## src/rtl/pipe_pkg.sv

```systemverilog
// Shared definitions for the IF/ID skid stage: bubble instruction, occupancy states, slot type.
// Latency: n/a (types and constants only).
// Backpressure: n/a.
package pipe_pkg;

   // Instruction word presented whenever the stage has nothing valid to show.
   localparam logic [31:0] NOP_INST_DEF = 32'h0000_0000;

   // Number of entries held by the stage; the encoding doubles as the OCC output.
   typedef enum logic [1:0] {
      OCC_EMPTY = 2'd0,
      OCC_ONE   = 2'd1,
      OCC_FULL  = 2'd2
   } occ_e;

   // One {valid, pc4, inst} slot at the default 32/32 field widths.
   typedef struct packed {
      logic        vld;
      logic [31:0] pc4;
      logic [31:0] inst;
   } ifid_slot_t;

endpackage

```

## src/rtl/ifid_skid_stage_if.sv

```systemverilog
// Fetch-side and decode-side handshake bundle for the IF/ID skid stage, plus its status outputs.
// Latency: n/a (wiring only).
// Backpressure: UP_READY/DN_READY carry valid-ready flow control in each direction.
//
// Signals:
//   FLUSH                 synchronous flush request
//   UP_VALID/UP_READY     fetch -> stage handshake, UP_PC4/UP_INST payload
//   DN_VALID/DN_READY     stage -> decode handshake, DN_PC4/DN_INST payload
//   OCC, STALL_CNT        occupancy and saturating stall counter
interface ifid_skid_stage_if
   import pipe_pkg::*;
#(
   parameter int PCW   = 32,
   parameter int INSTW = 32,
   parameter int CNTW  = 16
);
   logic             FLUSH;
   logic             UP_VALID;
   logic             UP_READY;
   logic [PCW-1:0]   UP_PC4;
   logic [INSTW-1:0] UP_INST;
   logic             DN_VALID;
   logic             DN_READY;
   logic [PCW-1:0]   DN_PC4;
   logic [INSTW-1:0] DN_INST;
   logic [1:0]       OCC;
   logic [CNTW-1:0]  STALL_CNT;

   // Environment side: drives fetch payload, flush and decode ready.
   modport master (
      output FLUSH, UP_VALID, UP_PC4, UP_INST, DN_READY,
      input  UP_READY, DN_VALID, DN_PC4, DN_INST, OCC, STALL_CNT
   );

   // Stage side.
   modport slave (
      input  FLUSH, UP_VALID, UP_PC4, UP_INST, DN_READY,
      output UP_READY, DN_VALID, DN_PC4, DN_INST, OCC, STALL_CNT
   );
endinterface

```

## src/rtl/ifid_slot.sv

```systemverilog
// One IF/ID storage slot: valid flag, PC+4 and instruction, with clear-to-bubble and load controls.
// Latency: 1 cycle from load to outputs.
// Backpressure: none; holds its contents whenever neither load nor clear is asserted.
//
// Ports: CLOCK, RESET (async active-low), load/clear controls (clear wins),
//        d_pc4/d_inst load data, vld/pc4/inst registered contents.
module ifid_slot
   import pipe_pkg::*;
#(
   parameter int               PCW      = 32,
   parameter int               INSTW    = 32,
   parameter logic [INSTW-1:0] NOP_INST = INSTW'(NOP_INST_DEF)
) (
   input  logic             CLOCK,
   input  logic             RESET,
   input  logic             load,
   input  logic             clear,
   input  logic [PCW-1:0]   d_pc4,
   input  logic [INSTW-1:0] d_inst,
   output logic             vld,
   output logic [PCW-1:0]   pc4,
   output logic [INSTW-1:0] inst
);

   always_ff @(posedge CLOCK or negedge RESET) begin
      if (!RESET) begin
         vld  <= 1'b0;
         pc4  <= '0;
         inst <= NOP_INST;
      end else if (clear) begin
         // An empty slot always carries bubble values so decode sees a clean NOP.
         vld  <= 1'b0;
         pc4  <= '0;
         inst <= NOP_INST;
      end else if (load) begin
         vld  <= 1'b1;
         pc4  <= d_pc4;
         inst <= d_inst;
      end
   end

endmodule

```

## src/rtl/ifid_skid_stage.sv

```systemverilog
// IF/ID pipeline stage carrying PC+4 and instruction with valid/ready handshake and optional skid slot.
// Latency: 1 cycle from acceptance to DN_* when empty or draining; flush inserts a bubble next cycle.
// Backpressure: SKID_EN=1 gives a registered UP_READY (low only when full); SKID_EN=0 makes UP_READY = !DN_VALID | DN_READY.
//
// Ports: CLOCK, RESET (async active-low), bus (slave modport): FLUSH, UP_* fetch side,
//        DN_* decode side, OCC held-entry count, STALL_CNT saturating count of stalled cycles.
module ifid_skid_stage
   import pipe_pkg::*;
#(
   parameter int               PCW      = 32,
   parameter int               INSTW    = 32,
   parameter logic [INSTW-1:0] NOP_INST = INSTW'(NOP_INST_DEF),
   parameter int               SKID_EN  = 1,
   parameter int               CNTW     = 16
) (
   input  logic               CLOCK,
   input  logic               RESET,
   ifid_skid_stage_if.slave   bus
);

   occ_e             occ_q;
   occ_e             occ_d;
   logic             up_rdy;
   logic             up_fire;
   logic             dn_fire;
   logic             main_load;
   logic             main_clear;
   logic             skid_load;
   logic             skid_clear;
   logic             main_vld;
   logic [PCW-1:0]   main_pc4;
   logic [INSTW-1:0] main_inst;
   logic             skid_vld;
   logic [PCW-1:0]   skid_pc4;
   logic [INSTW-1:0] skid_inst;
   logic [PCW-1:0]   main_d_pc4;
   logic [INSTW-1:0] main_d_inst;
   logic [CNTW-1:0]  stall_cnt_q;

   assign up_fire = bus.UP_VALID & up_rdy;
   assign dn_fire = main_vld & bus.DN_READY;

   // The main slot only refills from skid while skid holds the older entry (FULL draining);
   // in every other load case it takes the incoming fetch entry.
   assign main_d_pc4  = skid_vld ? skid_pc4  : bus.UP_PC4;
   assign main_d_inst = skid_vld ? skid_inst : bus.UP_INST;

   // ---------------------------------------------------------------- occupancy FSM
   always_ff @(posedge CLOCK or negedge RESET) begin
      if (!RESET) occ_q <= OCC_EMPTY;
      else        occ_q <= occ_d;
   end

   always_comb begin
      occ_d      = occ_q;
      main_load  = 1'b0;
      main_clear = 1'b0;
      skid_load  = 1'b0;
      skid_clear = 1'b0;
      if (bus.FLUSH) begin
         // Flush discards held entries and any coincident acceptance.
         occ_d      = OCC_EMPTY;
         main_clear = 1'b1;
         skid_clear = 1'b1;
      end else begin
         unique case (occ_q)
            OCC_EMPTY: begin
               if (up_fire) begin
                  occ_d     = OCC_ONE;
                  main_load = 1'b1;
               end
            end
            OCC_ONE: begin
               if (up_fire && dn_fire) begin
                  main_load = 1'b1;
               end else if (up_fire && (SKID_EN != 0)) begin
                  occ_d     = OCC_FULL;
                  skid_load = 1'b1;
               end else if (dn_fire) begin
                  occ_d      = OCC_EMPTY;
                  main_clear = 1'b1;
               end
            end
            OCC_FULL: begin
               if (dn_fire) begin
                  occ_d      = OCC_ONE;
                  main_load  = 1'b1;
                  skid_clear = 1'b1;
               end
            end
            default: begin
               occ_d      = OCC_EMPTY;
               main_clear = 1'b1;
               skid_clear = 1'b1;
            end
         endcase
      end
   end

   // ---------------------------------------------------------------- storage
   ifid_slot #(
      .PCW      (PCW),
      .INSTW    (INSTW),
      .NOP_INST (NOP_INST)
   ) u_main (
      .CLOCK  (CLOCK),
      .RESET  (RESET),
      .load   (main_load),
      .clear  (main_clear),
      .d_pc4  (main_d_pc4),
      .d_inst (main_d_inst),
      .vld    (main_vld),
      .pc4    (main_pc4),
      .inst   (main_inst)
   );

   if (SKID_EN != 0) begin : g_skid
      logic rdy_q;

      ifid_slot #(
         .PCW      (PCW),
         .INSTW    (INSTW),
         .NOP_INST (NOP_INST)
      ) u_skid (
         .CLOCK  (CLOCK),
         .RESET  (RESET),
         .load   (skid_load),
         .clear  (skid_clear),
         .d_pc4  (bus.UP_PC4),
         .d_inst (bus.UP_INST),
         .vld    (skid_vld),
         .pc4    (skid_pc4),
         .inst   (skid_inst)
      );

      // Ready is registered from the next occupancy so DN_READY never reaches UP_READY
      // combinationally; the skid slot absorbs the one entry accepted while decode stalls.
      always_ff @(posedge CLOCK or negedge RESET) begin
         if (!RESET) rdy_q <= 1'b1;
         else        rdy_q <= (occ_d != OCC_FULL);
      end

      assign up_rdy = rdy_q;
   end else begin : g_noskid
      assign skid_vld  = 1'b0;
      assign skid_pc4  = '0;
      assign skid_inst = NOP_INST;
      // Single entry: accept only if empty or the held entry leaves this same edge.
      assign up_rdy    = ~main_vld | bus.DN_READY;
   end

   // ---------------------------------------------------------------- stall counter
   always_ff @(posedge CLOCK or negedge RESET) begin
      if (!RESET) begin
         stall_cnt_q <= '0;
      end else if (main_vld && !bus.DN_READY && (stall_cnt_q != {CNTW{1'b1}})) begin
         stall_cnt_q <= stall_cnt_q + CNTW'(1);
      end
   end

   // ---------------------------------------------------------------- outputs
   assign bus.UP_READY  = up_rdy;
   assign bus.DN_VALID  = main_vld;
   assign bus.DN_PC4    = main_pc4;
   assign bus.DN_INST   = main_inst;
   assign bus.OCC       = occ_q;
   assign bus.STALL_CNT = stall_cnt_q;

endmodule

```

## src/flat_wrapper.sv

```systemverilog
// flat-port wrapper written by rule: the top's interface ports become plain ports
module ifid_skid_stage_flat import pipe_pkg::*;
#(
   parameter int               PCW      = 32,
   parameter int               INSTW    = 32,
   parameter logic [INSTW-1:0] NOP_INST = INSTW'(NOP_INST_DEF),
   parameter int               SKID_EN  = 1,
   parameter int               CNTW     = 16
)
  (CLOCK, RESET, bus_FLUSH, bus_UP_VALID, bus_UP_PC4, bus_UP_INST, bus_DN_READY, bus_UP_READY, bus_DN_VALID, bus_DN_PC4, bus_DN_INST, bus_OCC, bus_STALL_CNT);
  ifid_skid_stage_if #(.PCW(PCW), .INSTW(INSTW), .CNTW(CNTW)) bus_i ();
  input  logic CLOCK;
  input  logic RESET;
  input wire logic [$bits(bus_i.FLUSH)-1:0] bus_FLUSH;
  input wire logic [$bits(bus_i.UP_VALID)-1:0] bus_UP_VALID;
  input wire logic [$bits(bus_i.UP_PC4)-1:0] bus_UP_PC4;
  input wire logic [$bits(bus_i.UP_INST)-1:0] bus_UP_INST;
  input wire logic [$bits(bus_i.DN_READY)-1:0] bus_DN_READY;
  output wire logic [$bits(bus_i.UP_READY)-1:0] bus_UP_READY;
  output wire logic [$bits(bus_i.DN_VALID)-1:0] bus_DN_VALID;
  output wire logic [$bits(bus_i.DN_PC4)-1:0] bus_DN_PC4;
  output wire logic [$bits(bus_i.DN_INST)-1:0] bus_DN_INST;
  output wire logic [$bits(bus_i.OCC)-1:0] bus_OCC;
  output wire logic [$bits(bus_i.STALL_CNT)-1:0] bus_STALL_CNT;
  assign bus_i.FLUSH = bus_FLUSH;
  assign bus_i.UP_VALID = bus_UP_VALID;
  assign bus_i.UP_PC4 = bus_UP_PC4;
  assign bus_i.UP_INST = bus_UP_INST;
  assign bus_i.DN_READY = bus_DN_READY;
  assign bus_UP_READY = bus_i.UP_READY;
  assign bus_DN_VALID = bus_i.DN_VALID;
  assign bus_DN_PC4 = bus_i.DN_PC4;
  assign bus_DN_INST = bus_i.DN_INST;
  assign bus_OCC = bus_i.OCC;
  assign bus_STALL_CNT = bus_i.STALL_CNT;
  ifid_skid_stage #(.PCW(PCW), .INSTW(INSTW), .NOP_INST(NOP_INST), .SKID_EN(SKID_EN), .CNTW(CNTW)) u_core (.CLOCK(CLOCK), .RESET(RESET), .bus(bus_i));
endmodule
```

## config.mk

```make
export PLATFORM = sky130hd
export DESIGN_NAME = ifid_skid_stage_flat
export DESIGN_NICKNAME = d
export VERILOG_FILES = /design/src/rtl/pipe_pkg.sv /design/src/rtl/ifid_skid_stage_if.sv /design/src/rtl/ifid_slot.sv /design/src/rtl/ifid_skid_stage.sv /design/src/flat_wrapper.sv
export SDC_FILE = /design/constraint.sdc
export NUM_CORES = 1
export LEC_CHECK = 0
export CORE_ASPECT_RATIO = 0.6
export CORE_MARGIN = 3
export CORE_UTILIZATION = 44
export DETAILED_ROUTE_END_ITERATION = 8
export PLACE_DENSITY = 0.84
export SLEW_MARGIN = 10
export SYNTH_ARGS = -nofsm -noshare
export SYNTH_HDL_FRONTEND = slang
export SYNTH_SLANG_ARGS = --single-unit
```

## constraint.sdc

```tcl
create_clock -name CLOCK -period 2 [get_ports CLOCK]
set_clock_uncertainty 0.1 [all_clocks]
set_input_delay 0.4 -clock CLOCK [delete_from_list [all_inputs] [get_ports CLOCK]]
set_output_delay 0.4 -clock CLOCK [all_outputs]
set_load 0.02 [all_outputs]
```

Word-level counts from Yosys, hierarchy flattened
Cells that the tools add are included.
{ "op_classes": {"n_bitwise": 2, "reduce_logical": 9, "add_sub_neg": 1, "n_mux": 35, "n_eq_ne": 4} }
{ "op_table": {"columns": ["op", "n"], "rows": [
  ["2-to-1 mux 32 bit", 10],
  ["adder 16 x 1 -> 16 bit (second input constant)", 1],
  ["inequality test 16 bit (second input constant)", 1],
  ["2-to-1 mux 1 bit", 15],
  ["2-to-1 mux 2 bit", 6],
  ["case mux 2 bit (3 select lines)", 1],
  ["case mux 1 bit (2 select lines)", 2],
  ["nonzero test 2 bit", 2],
  ["OR reduction 2 bit", 2],
  ["logical AND 1 bit", 3],
  ["case mux 1 bit (3 select lines)", 1],
  ["AND 1 bit", 2],
  ["equality test 2 x 1 -> 1 bit (second input constant)", 1],
  ["equality test 2 bit (second input constant)", 1],
  ["zero test 2 bit", 1],
  ["inequality test 2 bit (second input constant)", 1],
  ["zero test 1 bit", 1]
]} }
{ "totals": {"reg_bits": 149, "input_bits": 69, "word_cells": 60} }

Longest topological paths before layout
Gate-level depths: netlist of run 1.
{ "logic_depth": {"depth_word": 7, "mapped_depth": 7, "depth_no_buf": 5} }

Cells and area by module
A second synthesis of run 1 with hierarchy kept.
{ "unflattened": {"hier_cells": 583, "hier_area_um2": 7026.7} }
{ "modules_own_cells": {"columns": ["mod", "cells_each", "instances", "area_per_inst_um2"], "rows": [
  ["ifid_slot", 209, 2, 2636.3],
  ["ifid_skid_stage", 165, 1, 1754.2]
]} }

Least setup slack after synthesis of run 1
Ideal clock, no wire load.
{ "synth_path": {"kind": "reg-to-reg", "start": "register u_core.stall_cnt_q[0] (netlist: u_core.bus.STALL_CNT[0])", "end": "register u_core.stall_cnt_q[1] (netlist: u_core.bus.STALL_CNT[1])", "path_stages_with_launch": 6, "period_less_slack_ns": 1.809, "required_ns": 1.775, "path_slack_ns": 0.191, "arrival_ns": 1.584, "cell_sequence": "dfrtp_1 -> ha_1 -> nand4_1 -> nor4_4 -> nor2_2 -> mux2_4"} }
{ "synth_via": {"elab_chain_len": 2, "elab_cells_between_ends": 3} }
{ "synth_rtl": {"columns": ["element", "line", "source"], "rows": [
  ["from (decl)", "ifid_skid_stage.sv:38", "logic [CNTW-1:0] stall_cnt_q;"],
  ["from (signal assigned)", "ifid_skid_stage.sv:157", "stall_cnt_q <= stall_cnt_q + CNTW'(1);"],
  ["branches (longest 2 deep; another with adder 16 x 1 -> 16 bit)", null, null]
]} }
Several ways; the timed one is not identified.
A chain may end at the register's enable or synchronous reset.

Worst setup path in the final report of run 1
{ "layout_path": {"start": "register u_core.u_main.pc4[14]", "end": "output bus_DN_PC4[14]"} }
{ "layout_rtl": {"columns": ["element", "line", "source"], "rows": [
  ["from (decl)", "ifid_slot.sv:21", "output logic [PCW-1:0] pc4,"],
  ["from (signal assigned)", "ifid_slot.sv:37", "pc4 <= d_pc4;"],
  ["to (decl)", "flat_wrapper.sv:21", "output wire logic [$bits(bus_i.DN_PC4)-1:0] bus_DN_PC4;"]
]} }
No word-level cell between the ends.

==> results_dict.tcl, run 1 <==
set metrics [dict create \
    status "finished, final reports clean" \
    grt_pass1_wl_mm 29.05 \
    cts_tree "yes" \
    rsz0062_at_grt "no" \
    ys.flop_type "dfrtp_1" \
    seq_area_frac_synth 0.5737 \
    tritoncts.num_buffers 17 \
    critPathMaxStageDelay_ps 630 \
    fmax_mhz 513.2 \
    dieArea_mm2 0.01632 \
    clock-sinks 149 \
    path_delay_family "buffers and inverters" \
    vias 5310 \
    clock_tree.root_cell "clkbuf_16" \
    path_clk_slew_ps 60 \
    required_ps 1500 \
    r2r-end "u_core.bus.STALL_CNT[7]$_DFFE_PN0P_" \
    crit_buf_inv 1 \
    die_h_um 100.2 \
    hold_path_class "in2async" \
    clk_path_buf_depth 2 \
    placed_cell_area_mm2 0.008458 \
    antenna_found_initial 0 \
    firstDrtPassIters 5 \
    drt_iter0_drc 406 \
    port_buffers 152 \
    ys_async_sr_fraction 1.000 \
    fin_util 0.6448 \
    path_max_fanout 2 \
    synthDistinctLibCells 37 \
    worstRegToRegCells 6 \
    end_kind "primary output" \
    grt_use_total 0.2255 \
    crit_type "reg2out" \
    fin_crit_ps 1949 \
    fin_area_mm2 0.009052 \
    io_pins 153 \
    layout.nets 820 \
    clk_latency_ps 410 \
    peakVddDrop_mv 0.4912 \
    postRouteAntennaNets 0 \
    wirelength_mm 17.58 \
    ctsHtreeMaxLevel 4 \
    synth_edf_count 0 \
    gp_congestion 0.8460 \
    drv_cap 0 \
    n_antenna_cell 0 \
    area_delta_synth_final_pct 39.24 \
    maxSlewViolCount 0 \
    slowest_stage "clkdlybuf4s50_1" \
    start_util 0.4631 \
    row_count 33 \
    syn_inst 596 \
    fin_crit_sh 0.9743 \
    r2r-start "u_core.bus.STALL_CNT[0]$_DFFE_PN0P_" \
    dp_hpwl_mm 11.85 \
    crit_arrival_ps 1450 \
    syn_avg_cell_area_um2 10.91 \
    p_leak_nw 3.821 \
    yosysWarnings 0 \
    path_cells "clkdlybuf4s50_1" \
    max_slew.worst_pin.slew_ps 464.4 \
    grt_max_degree 42 \
    p_per_area_mw_per_mm2 932.9 \
    setup_viol 0 \
    ys_seq_elements 149 \
    syn_area_mm2 0.006501 \
    hold_violations 0 \
    start_kind "flop" \
    syn-num-nets 666 \
    post_drt_via_cell_ratio 5.566 \
    drc 0 \
    slew_headroom 0.6904 \
    coreArea_mm2 0.01404 \
    grt_pass1_vias 5472 \
    wl_per_cell_um 18.43 \
    overflow 0 \
    drive_above_1_share 0.09186 \
    p_total_w 0.008445 \
    die_w_um 162.9 \
    reg2reg_setup_slack_ps 90 \
]
[synth_stat cells (all sizes together), types with 7 or more instances]
library cell	instances	area [um2]
a21oi	69	345.3
nor2	7	31.28
clkbuf	13	48.80
nand2	135	506.7
mux2i	64	640.6
buf	31	151.4
dfrtp	148	3704
nand4	7	58.81
xor2	10	87.58
o2bb2ai	64	560.5
[area by class of cell]
class | count | area (um2)
inverter | 2 | 7.507
clock buffer | 19 | 442.9
timing repair buffer | 179 | 1911
fill | 1073 | 4986
clock inverter | 12 | 130.1
tap | 192 | 240.2
multi-input combinational | 401 | 2586
sequential | 149 | 3735
[sequential cells by signal (all words and copies together), names as in the netlist]
name                       cells
u_core.bus.OCC                 2
u_core.bus.STALL_CNT          16
u_core.bus.UP_READY            1
u_core.g_skid.u_skid.inst     32
u_core.g_skid.u_skid.pc4      32
u_core.g_skid.u_skid.vld       1
u_core.u_main.inst            32
u_core.u_main.pc4             32
u_core.u_main.vld              1
[timing repair]
item / 4_1_cts / 5_1_grt
gates resized for setup: 15 / 5
setup endpoints to repair: 14 / 7
endpoints found under the hold margin: 36 / 0
pin swaps: 0 / 1
setup buffers: 0 / 2
hold buffers: 1 / 0
[power by group]
group	internal, W	leakage, nW	switching [W]	total (W)
Clock	0.00186	0.268	0.00127	0.00313
Sequential	0.00328	2.03	0.000275	0.00356
Combinational	0.000814	1.53	0.000942	0.00176
[metal layers]
metal	share of wire	vias up	GRT usage	routed length (um)
met5	0	-	0	0
met3	0.071	20	0.05196	1244
met1	0.46	2656	0.3282	8141
met2	0.45	218	0.3383	7992
met4	0.012	0	0.07018	204
li1	-	2416	-	-
[per-stage QoR]
step	hold slack, ps	TNS, ps	std cells	setup WS (ps)
global placement	243.4	-1759	920	-57.59
global route	399.1	0	954	9.423
finish	360.2	0	954	51.45
CTS	364.7	0	952	15.58
detailed placement	247.2	-5866	920	-121.4
floorplan	4.409	0	596	191.2
[how the worst max path moves through the flow]
stage,cells after the start,slack (ps),start,end
6_report,1,50,u_core.u_main.pc4[14]$_DFFE_PN0P_,bus_DN_PC4[14]
5_1_grt,1,9,u_core.u_main.pc4[20]$_DFFE_PN0P_,bus_DN_PC4[20]
4_1_cts,1,20,u_core.bus.STALL_CNT[14]$_DFFE_PN0P_,bus_STALL_CNT[14]
3_5_place_dp,6,-120,bus_DN_READY,u_core.u_main.inst[13]$_DFFE_PN0P_
3_3_place_gp,5,-60,bus_DN_READY,u_core.bus.STALL_CNT[13]$_DFFE_PN0P_
2_1_floorplan,5,190,u_core.bus.STALL_CNT[0]$_DFFE_PN0P_,u_core.bus.STALL_CNT[1]$_DFFE_PN0P_
[cells by family (layout without fill, tap and decap cells)]
logic type      Yosys count  after routing  synth area share
xor+xnor                 15             15           0.02021
flops                   149            149            0.5737
buf+inv                  46            212           0.03195
simple gates            177            177            0.1205
fa+ha+maj                 1              1          0.001924
compound gates          143            143            0.1509
mux                      65             65            0.1008
[cells in the final DEF, fill, tap and decap left out, types with 3 or more instances in the layout]
master,netlist,final
dfrtp_1,148,146
nand2_1,135,135
clkdlybuf4s50_1,0,132
a21oi_1,69,68
mux2i_1,64,64
o2bb2ai_1,64,64
clkbuf_16,0,17
buf_12,0,15
dlygate4sd2_1,0,14
buf_4,0,11
xor2_1,10,10
nand3_1,6,6
nor3_1,6,6
nand4_1,6,6
nor2_1,5,5
xnor2_1,5,5
clkinvlp_4,0,5
dlymetal6s2s_1,0,5
nand2b_1,6,4
and3_1,3,3
clkinv_2,0,3
Power figures use the tool's default switching activity.
==> run 2, diff against run 1 <==
--- a/config.mk
+++ b/config.mk
@@ -7,9 +7,9 @@
 export LEC_CHECK = 0
 export CORE_ASPECT_RATIO = 0.6
 export CORE_MARGIN = 3
-export CORE_UTILIZATION = 44
+export CORE_UTILIZATION = 45
 export DETAILED_ROUTE_END_ITERATION = 8
-export PLACE_DENSITY = 0.84
+export PLACE_DENSITY = 0.85
 export SLEW_MARGIN = 10
 export SYNTH_ARGS = -nofsm -noshare
 export SYNTH_HDL_FRONTEND = slang
==> results_dict.tcl, run 2 (synthesized netlist as in run 1, its figures left out) <==
set metrics [dict create \
    status "finished, final reports clean" \
    p_total_w 0.008732 \
    hold_start "u_core.u_main.inst[16]$_DFFE_PN0P_" \
    hold_end "u_core.u_main.inst[16]$_DFFE_PN0P_" \
    drv_cap 0 \
    final_cell_mix "146 x dfrtp_1, 135 x nand2_1, 132 x clkdlybuf4s50_1, 68 x a21oi_1" \
    start_kind "flop" \
    required_ps 1500 \
    die_w_um 161.2 \
    drc 0 \
    cts_tree "yes" \
    clock-sinks 149 \
    preCtsSetupSlack_ps -160.8 \
    vias 5271 \
    wirelength_mm 17.66 \
    path_max_fanout 2 \
    peakVddDrop_mv 0.4867 \
    drt_iter0_drc 404 \
    fmax_mhz 513.7 \
    fin_crit_sh 0.9734 \
    layout.nets 823 \
    slowest_stage "clkdlybuf4s50_1" \
    path_delay_family "buffers and inverters" \
    grt_use_total 0.2264 \
    wl_per_cell_um 18.43 \
    crit_arrival_ps 1450 \
    ctsHtreeMaxLevel 4 \
    reg2reg_setup_slack_ps 140 \
    p_leak_nw 3.861 \
    end_kind "primary output" \
    r2r-start "u_core.bus.STALL_CNT[0]$_DFFE_PN0P_" \
    io_pins 153 \
    port_buffers 152 \
    coreArea_mm2 0.01387 \
    drive_above_1_share 0.09661 \
    setup_viol 0 \
    clock_tree.root_cell "clkbuf_16" \
    grt_max_degree 49 \
    postRouteAntennaNets 0 \
    antenna_found_initial 0 \
    clk_path_buf_depth 2 \
    min_path_cells 1 \
    slew_headroom 0.6660 \
    timing.hold.ws_ps 391.0 \
    grt_pass1_vias 5481 \
    path_clk_slew_ps 60 \
    fin_crit_ps 1947 \
    dieArea_mm2 0.01597 \
    critPathMaxStageDelay_ps 630 \
    maxSlewViolCount 0 \
    setup_ws_ps 53.23 \
    row_count 33 \
    grt_pass1_wl_mm 28.90 \
    clk_latency_ps 410 \
    layout_commonest_cell "dfrtp_1" \
    max_slew.worst_pin.slew_ps 501.0 \
    dp_hpwl_mm 11.57 \
    firstDrtPassIters 5 \
    r2r-end "u_core.bus.STALL_CNT[6]$_DFFE_PN0P_" \
    gp_congestion 0.8492 \
    cts_setup_buffers 0 \
    die_h_um 99.11 \
    n_antenna_cell 0 \
    start_util 0.4686 \
    fin_util 0.6550 \
    tritoncts.num_buffers 17 \
    hold_path_class "reg2reg" \
    crit_buf_inv 1 \
    rsz0062_at_grt "no" \
    worstRegToRegCells 6 \
    p_per_area_mw_per_mm2 960.9 \
    hold_violations 0 \
    area_delta_synth_final_pct 39.78 \
    post_drt_via_cell_ratio 5.502 \
    n_fill_cell 1042 \
    path_cells "clkdlybuf4s50_1" \
    crit_type "reg2out" \
    overflow 0 \
]
==> run 2: area by class of cell <==
class                      count  area (um2)  area share
timing repair buffer         182        1883      0.2072
tap                          192       240.2     0.02644
inverter                       2       7.507   0.0008261
multi-input combinational    401        2586      0.2846
sequential                   149        3735      0.4110
clock inverter                13       192.7     0.02120
clock buffer                  19       442.9     0.04874
==> run 2: worst reg2reg max path: cells and delay by family, from the launching register on <==
kind,cells,cell delay (ps)
DFF,1,440
and+or+nand+nor,3,560
adders and majority gates,1,270
xor gates and xnor gates,1,150
buffers and inverters,1,210
==> run 2: what timing repair did <==
| action | CTS | global route |
|---|---|---|
| endpoints found under the hold margin | 41 | 0 |
| setup endpoints to repair | 14 | 5 |
| hold buffers | 1 | 0 |
| gates resized for setup | 15 | 5 |
==> run 2: metal layers <==
metal | up-vias | part of all wire | global-route usage
met2 | 229 | 0.48 | 0.3678
met1 | 2597 | 0.44 | 0.3034
li1 | 2431 | - | -
met5 | - | 0 | 0
met4 | 0 | 0.0087 | 0.06411
met3 | 14 | 0.077 | 0.06117
==> run 2: report_power, final <==
| part | total [W] | internal, W | switching (W) |
|---|---|---|---|
| combinational | 0.00174 | 0.000797 | 0.000943 |
| clock | 0.00344 | 0.00214 | 0.00130 |
| sequential | 0.00355 | 0.00328 | 0.000272 |
| total | 0.00873 | 0.00622 | 0.00251 |
==> run 2: how the worst max path moves through the flow <==
stage                                                 to  slack [ps]  cells past startpoint                           startpoint
finish                                    bus_DN_PC4[20]          50                      1    u_core.u_main.pc4[20]$_DFFE_PN0P_
detailed placement    u_core.u_main.inst[11]$_DFFE_PN0P_        -160                      6                         bus_DN_READY
global route                              bus_DN_PC4[20]           4                      1    u_core.u_main.pc4[20]$_DFFE_PN0P_
CTS                                     bus_STALL_CNT[8]           4                      1  u_core.bus.STALL_CNT[8]$_DFFE_PN0P_
global placement    u_core.bus.STALL_CNT[13]$_DFFE_PN0P_         -70                      5                         bus_DN_READY
floorplan            u_core.bus.STALL_CNT[1]$_DFFE_PN0P_         190                      5  u_core.bus.STALL_CNT[0]$_DFFE_PN0P_
==> run 2: through the flow <==
stage          area (um2)  TNS, ps  std cells
3_5_place_dp         8446   -10480        925
2_1_floorplan        6501        0        596
4_1_cts              9075        0        958
6_report             9087        0        958
3_3_place_gp         8446    -1596        925
5_1_grt              9087        0        958
==> run 3, diff against run 2 <==
--- a/config.mk
+++ b/config.mk
@@ -5,11 +5,13 @@
 export SDC_FILE = /design/constraint.sdc
 export NUM_CORES = 1
 export LEC_CHECK = 0
+export CELL_PAD_IN_SITES_DETAIL_PLACEMENT = 0
+export CELL_PAD_IN_SITES_GLOBAL_PLACEMENT = 1
 export CORE_ASPECT_RATIO = 0.6
 export CORE_MARGIN = 3
-export CORE_UTILIZATION = 45
+export CORE_UTILIZATION = 39
 export DETAILED_ROUTE_END_ITERATION = 8
-export PLACE_DENSITY = 0.85
+export PLACE_DENSITY = 0.92
 export SLEW_MARGIN = 10
 export SYNTH_ARGS = -nofsm -noshare
 export SYNTH_HDL_FRONTEND = slang
==> results_dict.tcl, run 3 (synthesized netlist as in run 1, its figures left out) <==
set metrics [dict create \
    path_max_fanout 2 \
    ctsHtreeMaxLevel 4 \
    crit_type "reg2out" \
    clock_tree.root_cell "clkbuf_16" \
    slew_headroom 0.7218 \
    coreArea_mm2 0.01581 \
    drc 0 \
    p_sw_frac 0.3012 \
    max_slew.worst_pin.slew_ps 417.3 \
    maxSlewViolCount 0 \
    fin_crit_ps 1950 \
    crit_arrival_ps 1450 \
    hold_path_class "in2async" \
    drt_iter0_drc 382 \
    p_per_area_mw_per_mm2 935.6 \
    power.internal_w 0.005968 \
    port_buffers 152 \
    die_w_um 172.7 \
    io_pins 153 \
    cts_tree "yes" \
    combPwrFrac 0.206 \
    drv_cap 0 \
    start_util 0.4112 \
    slowest_stage "clkdlybuf4s50_1" \
    timing.hold.ws_ps 366.4 \
    fmax_mhz 512.8 \
    fin_crit_sh 0.9750 \
    gp_congestion 0.8574 \
    antenna_found_initial 0 \
    status "finished, final reports clean" \
    tritoncts.num_buffers 17 \
    dpl.cell_count 957 \
    grt_pass1_vias 5391 \
    layout.nets 825 \
    firstDrtPassIters 5 \
    row_count 35 \
    area_delta_synth_final_pct 40.40 \
    peakVddDrop_mv 0.5432 \
    required_ps 1500 \
    grt_max_degree 42 \
    power_switching_w 0.002572 \
    grt_use_total 0.1970 \
    clk_path_buf_depth 2 \
    grt_pass1_wl_mm 29.14 \
    postRouteAntennaNets 0 \
    pwr-share-clk 0.378 \
    path_delay_family "buffers and inverters" \
    n_antenna_cell 0 \
    cts_setup_buffers 0 \
    vias 5242 \
    wl_per_cell_um 17.76 \
    hold_violations 0 \
    final_cell_mix "145 x dfrtp_1, 135 x nand2_1, 130 x clkdlybuf4s50_1, 68 x a21oi_1" \
    drive_above_1_share 0.1016 \
    layout.cells.non_filler 990 \
    overflow 0 \
    critPathMaxStageDelay_ps 630 \
    clock-sinks 149 \
    layout_commonest_cell "dfrtp_1" \
    die_h_um 106.0 \
    setup_viol 0 \
    rsz0062_at_grt "no" \
    wirelength_mm 17.58 \
    p_total_w 0.008540 \
    path_cells "clkdlybuf4s50_1" \
    post_drt_via_cell_ratio 5.295 \
    dp_hpwl_mm 11.89 \
    start_kind "flop" \
    crit_buf_inv 1 \
    path_clk_slew_ps 70 \
    p_leak_nw 3.875 \
    end_kind "primary output" \
    p_seq_frac 0.415 \
    clk_latency_ps 410 \
    dieArea_mm2 0.01831 \
]
run 3: what timing repair did:
item	in CTS	in global routing
setup endpoints to repair	15	6
resized for setup	17	6
hold endpoints to repair	35	0
hold buffers	1	0
run 3: layer usage:
metal / GRT usage / vias to the layer above / wire length (um)
li1: - / 2423 / -
met1: 0.2819 / 2621 / 8377
met4: 0.03815 / 0 / 65
met5: 0 / - / 0
met2: 0.3027 / 191 / 7890
met3: 0.05460 / 7 / 1243
run 3: metrics by stage:
stage	utilization	setup slack [ps]	TNS [ps]	instance area, um2
6_report	0.5774	50.10	0	9128
4_1_cts	0.5764	0.1558	0	9112
3_3_place_gp	0.5391	-65.61	-1856	8523
3_5_place_dp	0.5391	-87.59	-4129	8523
5_1_grt	0.5774	9.027	0	9128
2_1_floorplan	-	191.2	0	6501
run 3: path summary, 6_finish.rpt:
check / from / endpoint / slack (ps) / depth (start not counted)
setup / recovery: u_core.u_main.inst[0]$_DFFE_PN0P_ / bus_DN_INST[0] / 50 / 1
hold / removal: RESET / u_core.u_main.inst[4]$_DFFE_PN0P_ / 370 / 2
setup reg to reg: u_core.bus.STALL_CNT[0]$_DFFE_PN0P_ / u_core.bus.STALL_CNT[9]$_DFFE_PN0P_ / 240 / 6
hold reg to reg: u_core.u_main.pc4[31]$_DFFE_PN0P_ / u_core.u_main.pc4[31]$_DFFE_PN0P_ / 390 / 1
max in group asynchronous: RESET / u_core.bus.STALL_CNT[5]$_DFFE_PN0P_ / 720 / 3
min in group CLOCK: u_core.u_main.pc4[31]$_DFFE_PN0P_ / u_core.u_main.pc4[31]$_DFFE_PN0P_ / 390 / 1
run 3: cell type report:
type / count / area [um2]
Sequential cell: 149 / 3736
Timing Repair Buffer: 184 / 1924
Tap cell: 222 / 277.8
Fill cell: 1298 / 6681
Clock inverter: 15 / 170.2
Inverter: 2 / 7.507
Multi-Input combinational cell: 401 / 2586
Clock buffer: 17 / 425.4
run 3: power by group through the flow:
stage / registers [W] / clock network [W] / logic (W)
floorplan: 0.00375 / 0 / 0.000669
global placement: 0.00358 / 0 / 0.00176
detailed placement: 0.00359 / 0 / 0.00181
CTS: 0.00354 / 0.00329 / 0.00178
global route: 0.00359 / 0.00342 / 0.00189
finish: 0.00354 / 0.00323 / 0.00176
